===== src/rtl/axi_lite_pkg.sv =====
// Shared AXI4-Lite definitions: master FSM state encoding and
// response codes, common to the master and the slave benches.
package axi_lite_pkg;

    typedef enum logic [2:0] {
        ST_IDLE  = 3'd0,
        ST_WRITE = 3'd1,
        ST_WRESP = 3'd2,
        ST_RADDR = 3'd3,
        ST_RDATA = 3'd4,
        ST_RSP   = 3'd5
    } state_t;

    localparam logic [1:0] RESP_OKAY   = 2'b00;
    localparam logic [1:0] RESP_EXOKAY = 2'b01;
    localparam logic [1:0] RESP_SLVERR = 2'b10;
    localparam logic [1:0] RESP_DECERR = 2'b11;

    localparam logic [2:0] PROT_DEFAULT = 3'b000;

endpackage


===== src/rtl/m_axi_lite_master.sv =====
// AXI4-Lite single-outstanding master: turns a simple cmd/rsp
// handshake into one AXI read or write transaction.
// Ports: cmd_* (command in), rsp_* (response out), M_AXI_* (AXI4-Lite
// master channels AW/W/B/AR/R), M_AXI_ACLK / M_AXI_ARESETn (async low).
module m_axi_lite_master
    import axi_lite_pkg::*;
#(
    parameter int C_M_AXI_ADDR_WIDTH = 32,
    parameter int C_M_AXI_DATA_WIDTH = 32
) (
    input  logic                            M_AXI_ACLK,
    input  logic                            M_AXI_ARESETn,
    input  logic                            cmd_valid,
    output logic                            cmd_ready,
    input  logic                            cmd_write,
    input  logic [C_M_AXI_ADDR_WIDTH-1:0]   cmd_addr,
    input  logic [C_M_AXI_DATA_WIDTH-1:0]   cmd_wdata,
    input  logic [C_M_AXI_DATA_WIDTH/8-1:0] cmd_wstrb,
    output logic                            rsp_valid,
    input  logic                            rsp_ready,
    output logic [C_M_AXI_DATA_WIDTH-1:0]   rsp_rdata,
    output logic [1:0]                      rsp_resp,
    output logic [C_M_AXI_ADDR_WIDTH-1:0]   M_AXI_AWADDR,
    output logic [2:0]                      M_AXI_AWPROT,
    output logic                            M_AXI_AWVALID,
    input  logic                            M_AXI_AWREADY,
    output logic [C_M_AXI_DATA_WIDTH-1:0]   M_AXI_WDATA,
    output logic [C_M_AXI_DATA_WIDTH/8-1:0] M_AXI_WSTRB,
    output logic                            M_AXI_WVALID,
    input  logic                            M_AXI_WREADY,
    input  logic [1:0]                      M_AXI_BRESP,
    input  logic                            M_AXI_BVALID,
    output logic                            M_AXI_BREADY,
    output logic [C_M_AXI_ADDR_WIDTH-1:0]   M_AXI_ARADDR,
    output logic [2:0]                      M_AXI_ARPROT,
    output logic                            M_AXI_ARVALID,
    input  logic                            M_AXI_ARREADY,
    input  logic [C_M_AXI_DATA_WIDTH-1:0]   M_AXI_RDATA,
    input  logic [1:0]                      M_AXI_RRESP,
    input  logic                            M_AXI_RVALID,
    output logic                            M_AXI_RREADY
);

    state_t                            r_state;
    logic                              r_cmd_ready;
    logic                              r_awvalid;
    logic                              r_wvalid;
    logic                              r_bready;
    logic                              r_arvalid;
    logic                              r_rready;
    logic                              r_rsp_valid;
    logic [C_M_AXI_ADDR_WIDTH-1:0]     r_addr;
    logic [C_M_AXI_DATA_WIDTH-1:0]     r_wdata;
    logic [C_M_AXI_DATA_WIDTH/8-1:0]   r_wstrb;
    logic [C_M_AXI_DATA_WIDTH-1:0]     r_rdata;
    logic [1:0]                        r_resp;

    logic w_aw_hs;
    logic w_w_hs;
    logic w_aw_done;
    logic w_w_done;

    assign w_aw_hs   = r_awvalid && M_AXI_AWREADY;
    assign w_w_hs    = r_wvalid && M_AXI_WREADY;
    // A channel is finished if its valid already dropped or it
    // completes on this edge; AW and W may finish in any order.
    assign w_aw_done = !r_awvalid || w_aw_hs;
    assign w_w_done  = !r_wvalid || w_w_hs;

    always_ff @(posedge M_AXI_ACLK or negedge M_AXI_ARESETn) begin
        if (!M_AXI_ARESETn) begin
            r_state     <= ST_IDLE;
            r_cmd_ready <= 1'b0;
            r_awvalid   <= 1'b0;
            r_wvalid    <= 1'b0;
            r_bready    <= 1'b0;
            r_arvalid   <= 1'b0;
            r_rready    <= 1'b0;
            r_rsp_valid <= 1'b0;
            r_addr      <= '0;
            r_wdata     <= '0;
            r_wstrb     <= '0;
            r_rdata     <= '0;
            r_resp      <= RESP_OKAY;
        end else begin
            unique case (r_state)
                ST_IDLE: begin
                    r_cmd_ready <= 1'b1;
                    if (cmd_valid && r_cmd_ready) begin
                        r_cmd_ready <= 1'b0;
                        r_addr      <= cmd_addr;
                        r_wdata     <= cmd_wdata;
                        r_wstrb     <= cmd_wstrb;
                        if (cmd_write) begin
                            r_awvalid <= 1'b1;
                            r_wvalid  <= 1'b1;
                            r_state   <= ST_WRITE;
                        end else begin
                            r_arvalid <= 1'b1;
                            r_state   <= ST_RADDR;
                        end
                    end
                end
                ST_WRITE: begin
                    if (w_aw_hs) r_awvalid <= 1'b0;
                    if (w_w_hs)  r_wvalid  <= 1'b0;
                    if (w_aw_done && w_w_done) begin
                        r_bready <= 1'b1;
                        r_state  <= ST_WRESP;
                    end
                end
                ST_WRESP: begin
                    if (M_AXI_BVALID) begin
                        r_bready    <= 1'b0;
                        r_resp      <= M_AXI_BRESP;
                        r_rdata     <= '0;
                        r_rsp_valid <= 1'b1;
                        r_state     <= ST_RSP;
                    end
                end
                ST_RADDR: begin
                    if (M_AXI_ARREADY) begin
                        r_arvalid <= 1'b0;
                        r_rready  <= 1'b1;
                        r_state   <= ST_RDATA;
                    end
                end
                ST_RDATA: begin
                    if (M_AXI_RVALID) begin
                        r_rready    <= 1'b0;
                        r_rdata     <= M_AXI_RDATA;
                        r_resp      <= M_AXI_RRESP;
                        r_rsp_valid <= 1'b1;
                        r_state     <= ST_RSP;
                    end
                end
                ST_RSP: begin
                    if (rsp_ready) begin
                        r_rsp_valid <= 1'b0;
                        r_cmd_ready <= 1'b1;
                        r_state     <= ST_IDLE;
                    end
                end
                default: begin
                    r_state <= ST_IDLE;
                end
            endcase
        end
    end

    assign cmd_ready     = r_cmd_ready;
    assign rsp_valid     = r_rsp_valid;
    assign rsp_rdata     = r_rdata;
    assign rsp_resp      = r_resp;
    assign M_AXI_AWADDR  = r_addr;
    assign M_AXI_AWPROT  = PROT_DEFAULT;
    assign M_AXI_AWVALID = r_awvalid;
    assign M_AXI_WDATA   = r_wdata;
    assign M_AXI_WSTRB   = r_wstrb;
    assign M_AXI_WVALID  = r_wvalid;
    assign M_AXI_BREADY  = r_bready;
    assign M_AXI_ARADDR  = r_addr;
    assign M_AXI_ARPROT  = PROT_DEFAULT;
    assign M_AXI_ARVALID = r_arvalid;
    assign M_AXI_RREADY  = r_rready;

endmodule


===== config.mk =====
export PLATFORM = sky130hd
export DESIGN_NAME = m_axi_lite_master
export DESIGN_NICKNAME = d
export VERILOG_FILES = /design/src/rtl/axi_lite_pkg.sv /design/src/rtl/m_axi_lite_master.sv
export SDC_FILE = /design/constraint.sdc
export NUM_CORES = 1
export LEC_CHECK = 0
export BUFFER_PORTS_ARGS = -buffer_cell sky130_fd_sc_hd__buf_4
export CORE_MARGIN = 3
export CORE_UTILIZATION = 35
export DETAILED_ROUTE_END_ITERATION = 12
export HOLD_SLACK_MARGIN = 0.1
export PLACE_DENSITY = 0.71
export SYNTH_ARGS = -nofsm -noshare
export SYNTH_HDL_FRONTEND = slang
export SYNTH_SLANG_ARGS = --single-unit
export TNS_END_PERCENT = 1

===== constraint.sdc =====
create_clock -name M_AXI_ACLK -period 5.5 [get_ports M_AXI_ACLK]
set_input_delay 1.1 -clock M_AXI_ACLK [delete_from_list [all_inputs] [get_ports M_AXI_ACLK]]
set_output_delay 1.1 -clock M_AXI_ACLK [all_outputs]
set_load 0.01 [all_outputs]

## Word level (Yosys, flattened, before mapping)

Cells that the tools add are included.

- Bits in registers: 112
- Input port bits: 114
- Output and inout bits: 147
- Logic and storage cells: 91

- Equal/unequal tests: 15
- Muxes and demuxes: 37
- Reductions and logical operators: 26

Operators with widths:

| cell | number |
|---|---|
| $mux W32 | 2 |
| $pmux W32 S2 | 1 |
| $ne A2 B2 Y1 const B | 10 |
| $mux W3 | 6 |
| $pmux W3 S6 | 1 |
| $mux W1 | 16 |
| $reduce_and A4 Y1 | 4 |
| $pmux W1 S2 | 6 |
| $reduce_bool A2 Y1 | 6 |
| $reduce_and A3 Y1 | 3 |
| $eq A3 B2 Y1 const B | 2 |
| $eq A3 B3 Y1 const B | 2 |
| $mux W2 | 3 |
| $reduce_and A6 Y1 | 1 |
| $logic_and A1 B1 Y1 | 4 |
| $pmux W2 S2 | 1 |
| $reduce_and A2 Y1 | 2 |
| $eq A3 B1 Y1 const B | 1 |
| $logic_not A3 Y1 | 1 |
| $pmux W1 S3 | 1 |
| $reduce_bool A3 Y1 | 1 |
| $logic_not A1 Y1 | 2 |
| $logic_or A1 B1 Y1 | 2 |

## Depth between registers and ports, before layout

Gate-level depths: netlist of run 1.

- Depth after elaboration: 5
- Gate-level depth with buffers: 6

## Worst setup path before layout of run 1

OpenSTA, ideal clock, no wires.

- Kind: input-to-reg
- From: input port cmd_valid
- To: register r_wdata[10] (netlist: M_AXI_WDATA[10])
- Library setup time: 0.125 ns
- Data arrival time: 2.144 ns
- Setup slack: 3.230 ns
- Stages: 4
- Buffers on the path: 1
- Cells stage by stage: nand2_1 -> nor4_4 -> buf_6 -> mux2_4

- Longest elaborated chain between the ends: 2

RTL lines:

| item | RTL line | text |
|---|---|---|
| start: declaration | m_axi_lite_master.sv:13 | `input logic cmd_valid,` |
| $logic_and A1 B1 Y1 | m_axi_lite_master.sv:89 | `if (cmd_valid && r_cmd_ready) begin` |
| $reduce_and A2 Y1 (no source line) | - |  |
| end signal: assignment | m_axi_lite_master.sv:92 | `r_wdata <= cmd_wdata;` |
| end: declaration | m_axi_lite_master.sv:53 | `logic [C_M_AXI_DATA_WIDTH-1:0] r_wdata;` |

Every way passes these cells.
A chain may end at the register's enable or synchronous reset.

## Final worst setup path of run 1

- From: input port cmd_valid
- To: register r_addr[24] (netlist: M_AXI_ARADDR[24])

- Longest elaborated chain between the ends: 2

RTL lines:

| item | RTL line | text |
|---|---|---|
| $logic_and A1 B1 Y1 | m_axi_lite_master.sv:89 |  |
| $reduce_and A2 Y1 (no source line) | - |  |
| end signal: assignment | m_axi_lite_master.sv:91 | `r_addr <= cmd_addr;` |
| end: declaration | m_axi_lite_master.sv:52 | `logic [C_M_AXI_ADDR_WIDTH-1:0] r_addr;` |

Every way passes these cells.

==> results.ini, run 1 <==
[cts]
htreeDepth=3
cts_resized=0
numCtsBuffers=9
cts_num_sinks=112
clk_latency_ns=0.35
clockBufferDepth=2
root_buffer=clkbuf_16
clk_pin_slew_ns=0.06
cts_hold_buf=0
tritoncts=yes
post-cts-setup-buffers=0

[routing]
via_per_inst=4.57
drtAntennaViolNets=0
drc_errors=0
routed-via-count=3607
first_pass_iters=4
routed_wl_um=11800
wire_per_inst_um=14.9
drt_iter0_drc=101

[setup_path]
rrSetupSlack_ns=3.13
cp-start-kind=primary input
regToRegEndpoint=M_AXI_ARADDR[24]$_DFFE_PN0P_
cpMostUsedCell=buf_4
max_stage_delay_ns=0.75
crit-reg2reg-launch=r_state[0]$_DFFE_PN0P_
cpLargestDelayFamily=buffers and inverters
arrival_ns=2.72
crit_start=cmd_valid
path_buf_inv=2
crit_chain=buf_4 > nand2_1 > nor4_4 > buf_4 > mux2_2
cp_slowest_cell=buf_4
reg2regPathDepth=3
crit_path_end_kind=register
worstPathMaxFanout=68
critical_path_class=in -> reg
worstPathRequired_ns=5.73

[placement]
dp_hpwl_um=8950
gp_congestion=0.757
dp.cells=775
port_buffers=254
dpl_worst_slack_ns=2.64

[min_path]
min_path_cells=2
min_delay_worst_endpoint=rsp_rdata[31]$_DFFE_PN0P_
hold_class=reg -> reg
hp-start=rsp_rdata[31]$_DFFE_PN0P_

[power]
switchingPower_mw=1.39
p_int_mw=2.65
power_density_nw_per_um2=589
p_seq_share_pct=37.9
swShare_pct=34.3
power_frac_comb_pct=45.6
clkPwrFrac_pct=16.6
ir_drop_mv=0.308
p_leak_nw=3.35

[synth]
synth_seq_cells=112
synth.area.top_cells=dfrtp_1 58%, mux2_2 12%, buf_4 6.1%, nand2_1 5.6%, o21ai_0 3.7%
synth.largest_area_cell=dfrtp_1
yosysWarnings=0
syn-cell-area_um2=4810
yosysSeqAreaShare_pct=58.3
avgSynthCellArea_um2=12.2
synth_cells=395
synth_top_area_share_pct=58.3
synth_cell_type_count=33

[sta]
worst_pin_slew_ns=0.927
hold_violations=0
setup_tns_ns=0
relSlewSlack_pct=38.2
drv_slew=0
grt_setup_unrepaired=false
clock_skew_ns=0.00885
period_minus_slack_ns=2.49
layout_worst_path_cycle_share_pct=45.3
setup_violations=0
fmax_ghz=0.401
setup_slack_ns=3.01

[global_routing]
grt_pass1_wl_um=17600
overflow=0
antenna_found_initial=0
grt_max_degree=70
grt.total_usage_pct=14.9
grt_pass1_vias=3476

[finish]
nets=724
area_delta_synth_final_pct=42.6
final_cells=790
drive_above_1_share_pct=54.7
antenna_cells=0

[floorplan]
start_util_pct=36.0
core-area_um2=13300
ios=261
die_x_um=123
dieArea_um2=15200
rows=42
fp.dieH_um=123

[status]
status=finished, final reports clean

[run]
maxCapViolCount=0

## stage by stage
step / power, mW / area, um2 / hold WS, ns / util, %
3_3_place_gp: 3.36 / 6550 / 0.463 / 49.1
5_1_grt: 4.33 / 6860 / 0.507 / 51.4
6_report: 4.04 / 6860 / 0.481 / 51.4
3_5_place_dp: 3.42 / 6550 / 0.472 / 49.1
4_1_cts: 4.10 / 6860 / 0.487 / 51.4
2_1_floorplan: 2.57 / 4830 / 0.514 / -
## flip-flops by register name, indices dropped and copies added, names as in the netlist
register,cells
M_AXI_WVALID,1
M_AXI_ARVALID,1
M_AXI_WSTRB,4
rsp_rdata,32
M_AXI_BREADY,1
rsp_resp,2
r_state,3
rsp_valid,1
M_AXI_RREADY,1
M_AXI_ARADDR,32
M_AXI_AWVALID,1
cmd_ready,1
M_AXI_WDATA,32
## area by class of cell
| cell class | count | area (um2) |
|---|---|---|
| multi-input cells | 223 | 1570 |
| clock buffers | 13 | 270 |
| clock inverters | 2 | 37.5 |
| repair buffers | 258 | 1940 |
| inverters | 6 | 22.5 |
| fillers | 1205 | 6490 |
| flip-flops and latches | 112 | 2800 |
| well taps | 176 | 220 |
## metal layers
metal | up-vias | routed length [um] | global-route usage (%)
li1 | 1717 | - | -
met1 | 1717 | 4460 | 17.1
met2 | 156 | 6150 | 26.0
met3 | 17 | 975 | 4.21
met4 | 0 | 221 | 6.09
met5 | - | 0 | 0
## tightest hold or removal path, delay by kind of cell, from the launching register on
family / cells / cell delay [ns]
AND/OR/NAND/NOR: 1 / 0.05
flip-flops: 1 / 0.34
AO/OA/AOI/OAI: 1 / 0.06
## Yosys cell counts, drive strengths merged
cell type / number
a211o: 1
nand2: 72
nand3: 1
o2111a: 1
inv: 6
o2111ai: 1
conb: 1
a22o: 2
dfrtp: 112
nand3b: 3
buf: 52
a21oi: 6
a21o: 2
nor3: 2
nor4: 1
o2bb2ai: 1
clkbuf: 7
nand2b: 1
mux2i: 3
nor2: 7
a22oi: 1
o211ai: 1
mux2: 69
a31oi: 2
o31ai: 1
or4: 1
o21ai: 38
## how the worst max path moves through the flow
stage / to / slack [ns] / cells after the start
6_report: M_AXI_ARADDR[24]$_DFFE_PN0P_ / 3.01 / 5
5_1_grt: M_AXI_ARADDR[13]$_DFFE_PN0P_ / 2.92 / 5
4_1_cts: M_AXI_ARADDR[24]$_DFFE_PN0P_ / 3.02 / 5
3_5_place_dp: M_AXI_ARADDR[24]$_DFFE_PN0P_ / 2.64 / 5
3_3_place_gp: M_AXI_ARADDR[17]$_DFFE_PN0P_ / 2.70 / 5
2_1_floorplan: M_AXI_WDATA[10]$_DFFE_PN0P_ / 3.23 / 4
## logic make-up after synthesis
group / synth area share [%]
DFF: 58.3
and+or+nand+nor: 7.81
muxes: 17.6
buffers and inverters: 9.50
AOI/OAI and AO/OA: 6.77
other: 0.0780
## cell usage in the layout, fill, tap and decap left out
cell / instances
buf_4: 258
dfrtp_1: 112
nand2_1: 72
mux2_2: 51
o21ai_0: 36
mux2_4: 10
clkbuf_16: 9
mux2_1: 8
a21oi_1: 6
inv_1: 6
nor2_1: 6
conb_1: 6
nand3b_1: 3
mux2i_1: 3
clkbuf_8: 3
a21o_1: 2
o21ai_1: 2
a31oi_1: 2
nor3_1: 2
a22o_1: 2
nor4_4: 1
nand2b_1: 1
nor2_2: 1
a22oi_1: 1
or4_4: 1
a211o_1: 1
o2111ai_1: 1
o2111a_1: 1
o211ai_1: 1
nand3_1: 1
o2bb2ai_1: 1
o31ai_1: 1
clkinvlp_4: 1
bufinv_16: 1
clkbuf_1: 1
## power by group through the flow
stage          clock [mW]  sequential (mW)  combinational [mW]
2_1_floorplan           0             1.65               0.925
3_3_place_gp            0             1.53                1.84
3_5_place_dp            0             1.55                1.87
4_1_cts             0.693             1.54                1.87
5_1_grt             0.736             1.59                2.01
6_report            0.668             1.53                1.84
No activity file was read; power rests on OpenSTA's default activity.
==> run 2, diff against run 1 <==
Settings changed: PLACE_DENSITY 0.71 to 0.74.
Clock period 5.5 ns to 2 ns, I/O delays scaled along.
==> run 2 against run 1 <==
Critical path depth is 2 lower. Final cell count is 0.76% higher. Clock skew is 0.0027 ns lower. Setup slack worse by 2.8 ns. Core utilization is 0.52 points higher. Register-to-register slack worse by 3.0 ns. Count of clock-buffer cells in the layout is 3 lower. Highest routed layer unchanged. Flip-flop and latch count stayed put. Combinational power grew to 2.9 times the previous value. Non-clock buffer count is 5 higher. Via count is 0.91% higher. Routed wire length hardly changed.
==> results.ini, run 2 (synthesis results as in run 1) <==
[sta]
hold_violations=0
setup_tns_ns=0
drv_slew=0
fmax_ghz=0.548
relSlewSlack_pct=61.7
worst_pin_slew_ns=0.574
hold_slack_ns=0.151
setup_violations=0
setup_slack_ns=0.175
layout_worst_path_cycle_share_pct=91.2
grt_setup_unrepaired=false
clock_skew_ns=0.00611
period_minus_slack_ns=1.82

[power]
power_frac_comb_pct=47.1
clkPwrFrac_pct=15.7
p_seq_share_pct=37.2
ir_drop_mv=0.625
swShare_pct=34.5
switchingPower_mw=3.85
p_leak_nw=3.38
power_density_nw_per_um2=1610
p_int_mw=7.29

[global_routing]
antenna_found_initial=0
grt_pass1_wl_um=17900
grt_max_degree=113
grt.total_usage_pct=14.9
grt_pass1_vias=3590
overflow=0

[setup_path]
crit_chain=nor4_4 > buf_12 > mux2_2
crit_path_end_kind=register
max_stage_delay_ns=0.53
cp-start-kind=register
worstPathMaxFanout=71
worstPathRequired_ns=2.22
arrival_ns=2.04
path_buf_inv=1
cp_slowest_cell=dfrtp_1
cpLargestDelayFamily=flip-flops
critical_path_class=reg -> reg

[cts]
clk_pin_slew_ns=0.07
cts_num_sinks=112
numCtsBuffers=9
cts_hold_buf=0
htreeDepth=3
cts_resized=0
post-cts-setup-buffers=0
clockBufferDepth=2
clk_latency_ns=0.34
root_buffer=clkbuf_16
tritoncts=yes

[floorplan]
dieArea_um2=15200
rows=42
die_x_um=123
fp.dieH_um=123
core-area_um2=13300
ios=261
start_util_pct=36.0

[placement]
gp_congestion=0.827
dp.cells=780
dp_hpwl_um=8970
dpl_worst_slack_ns=0.187
port_buffers=254

[routing]
via_per_inst=4.57
wire_per_inst_um=14.8
drtAntennaViolNets=0
first_pass_iters=4
drt_iter0_drc=105
routed-via-count=3640
drc_errors=0
routed_wl_um=11800

[run]
maxCapViolCount=0

[finish]
drive_above_1_share_pct=55.2
nets=729
antenna_cells=0
final_cells=796
final_cell_mix=259 x buf_4, 112 x dfrtp_1, 72 x nand2_1
final_common_cell=buf_4
area_delta_synth_final_pct=44.1
fillers=1202

[status]
status=finished, final reports clean

[min_path]
hold_class=in -> async

[run 2: final timing paths]
kind | from | end | slack (ns) | depth (start not counted)
setup / recovery | r_state[0]$_DFFE_PN0P_ | M_AXI_ARADDR[10]$_DFFE_PN0P_ | 0.18 | 3
hold / removal | M_AXI_ARESETn | M_AXI_ARADDR[26]$_DFFE_PN0P_ | 0.15 | 2
setup reg to reg | r_state[0]$_DFFE_PN0P_ | M_AXI_ARADDR[10]$_DFFE_PN0P_ | 0.18 | 3
hold reg to reg | rsp_rdata[6]$_DFFE_PN0P_ | rsp_rdata[6]$_DFFE_PN0P_ | 0.49 | 2
max in group asynchronous | M_AXI_ARESETn | rsp_rdata[3]$_DFFE_PN0P_ | 1.44 | 2
min in group M_AXI_ACLK | cmd_wdata[2] | M_AXI_WDATA[2]$_DFFE_PN0P_ | 0.28 | 2
[run 2: layer usage]
| layer | share of wire (%) | wire length (um) | global-route usage (%) |
|---|---|---|---|
| met1 | 38 | 4510 | 17.8 |
| met2 | 51 | 6000 | 25.7 |
| met3 | 9.0 | 1060 | 3.57 |
| met4 | 2.0 | 238 | 5.74 |
| met5 | 0 | 0 | 0 |
[run 2: through the flow]
step                utilization [%]  cell area [um2]  total power, mW
CTS                            51.9             6930             11.3
detailed placement             49.7             6640             9.54
global route                   51.9             6930             11.9
global placement               49.7             6640             9.36
finish                         51.9             6930             11.1
floorplan                         -             4830             7.07
[run 2: cell type report]
class	instances	area, um2	share of cell area (%)
well taps	176	220	3.18
clock buffers	10	229	3.31
clock inverters	6	60.1	0.867
flip-flops and latches	112	2800	40.5
multi-input cells	223	1570	22.6
repair buffers	263	2020	29.2
inverters	6	22.5	0.325
[run 2: power groups by stage]
stage                     Sequential [mW]  Clock (mW)  Combinational [mW]
after global placement               4.13           0                5.23
after global routing                 4.32        1.92                5.70
after CTS                            4.17        1.82                5.34
final                                4.15        1.75                5.25
after floorplan                      4.52           0                2.54
after detailed placement             4.20           0                5.34
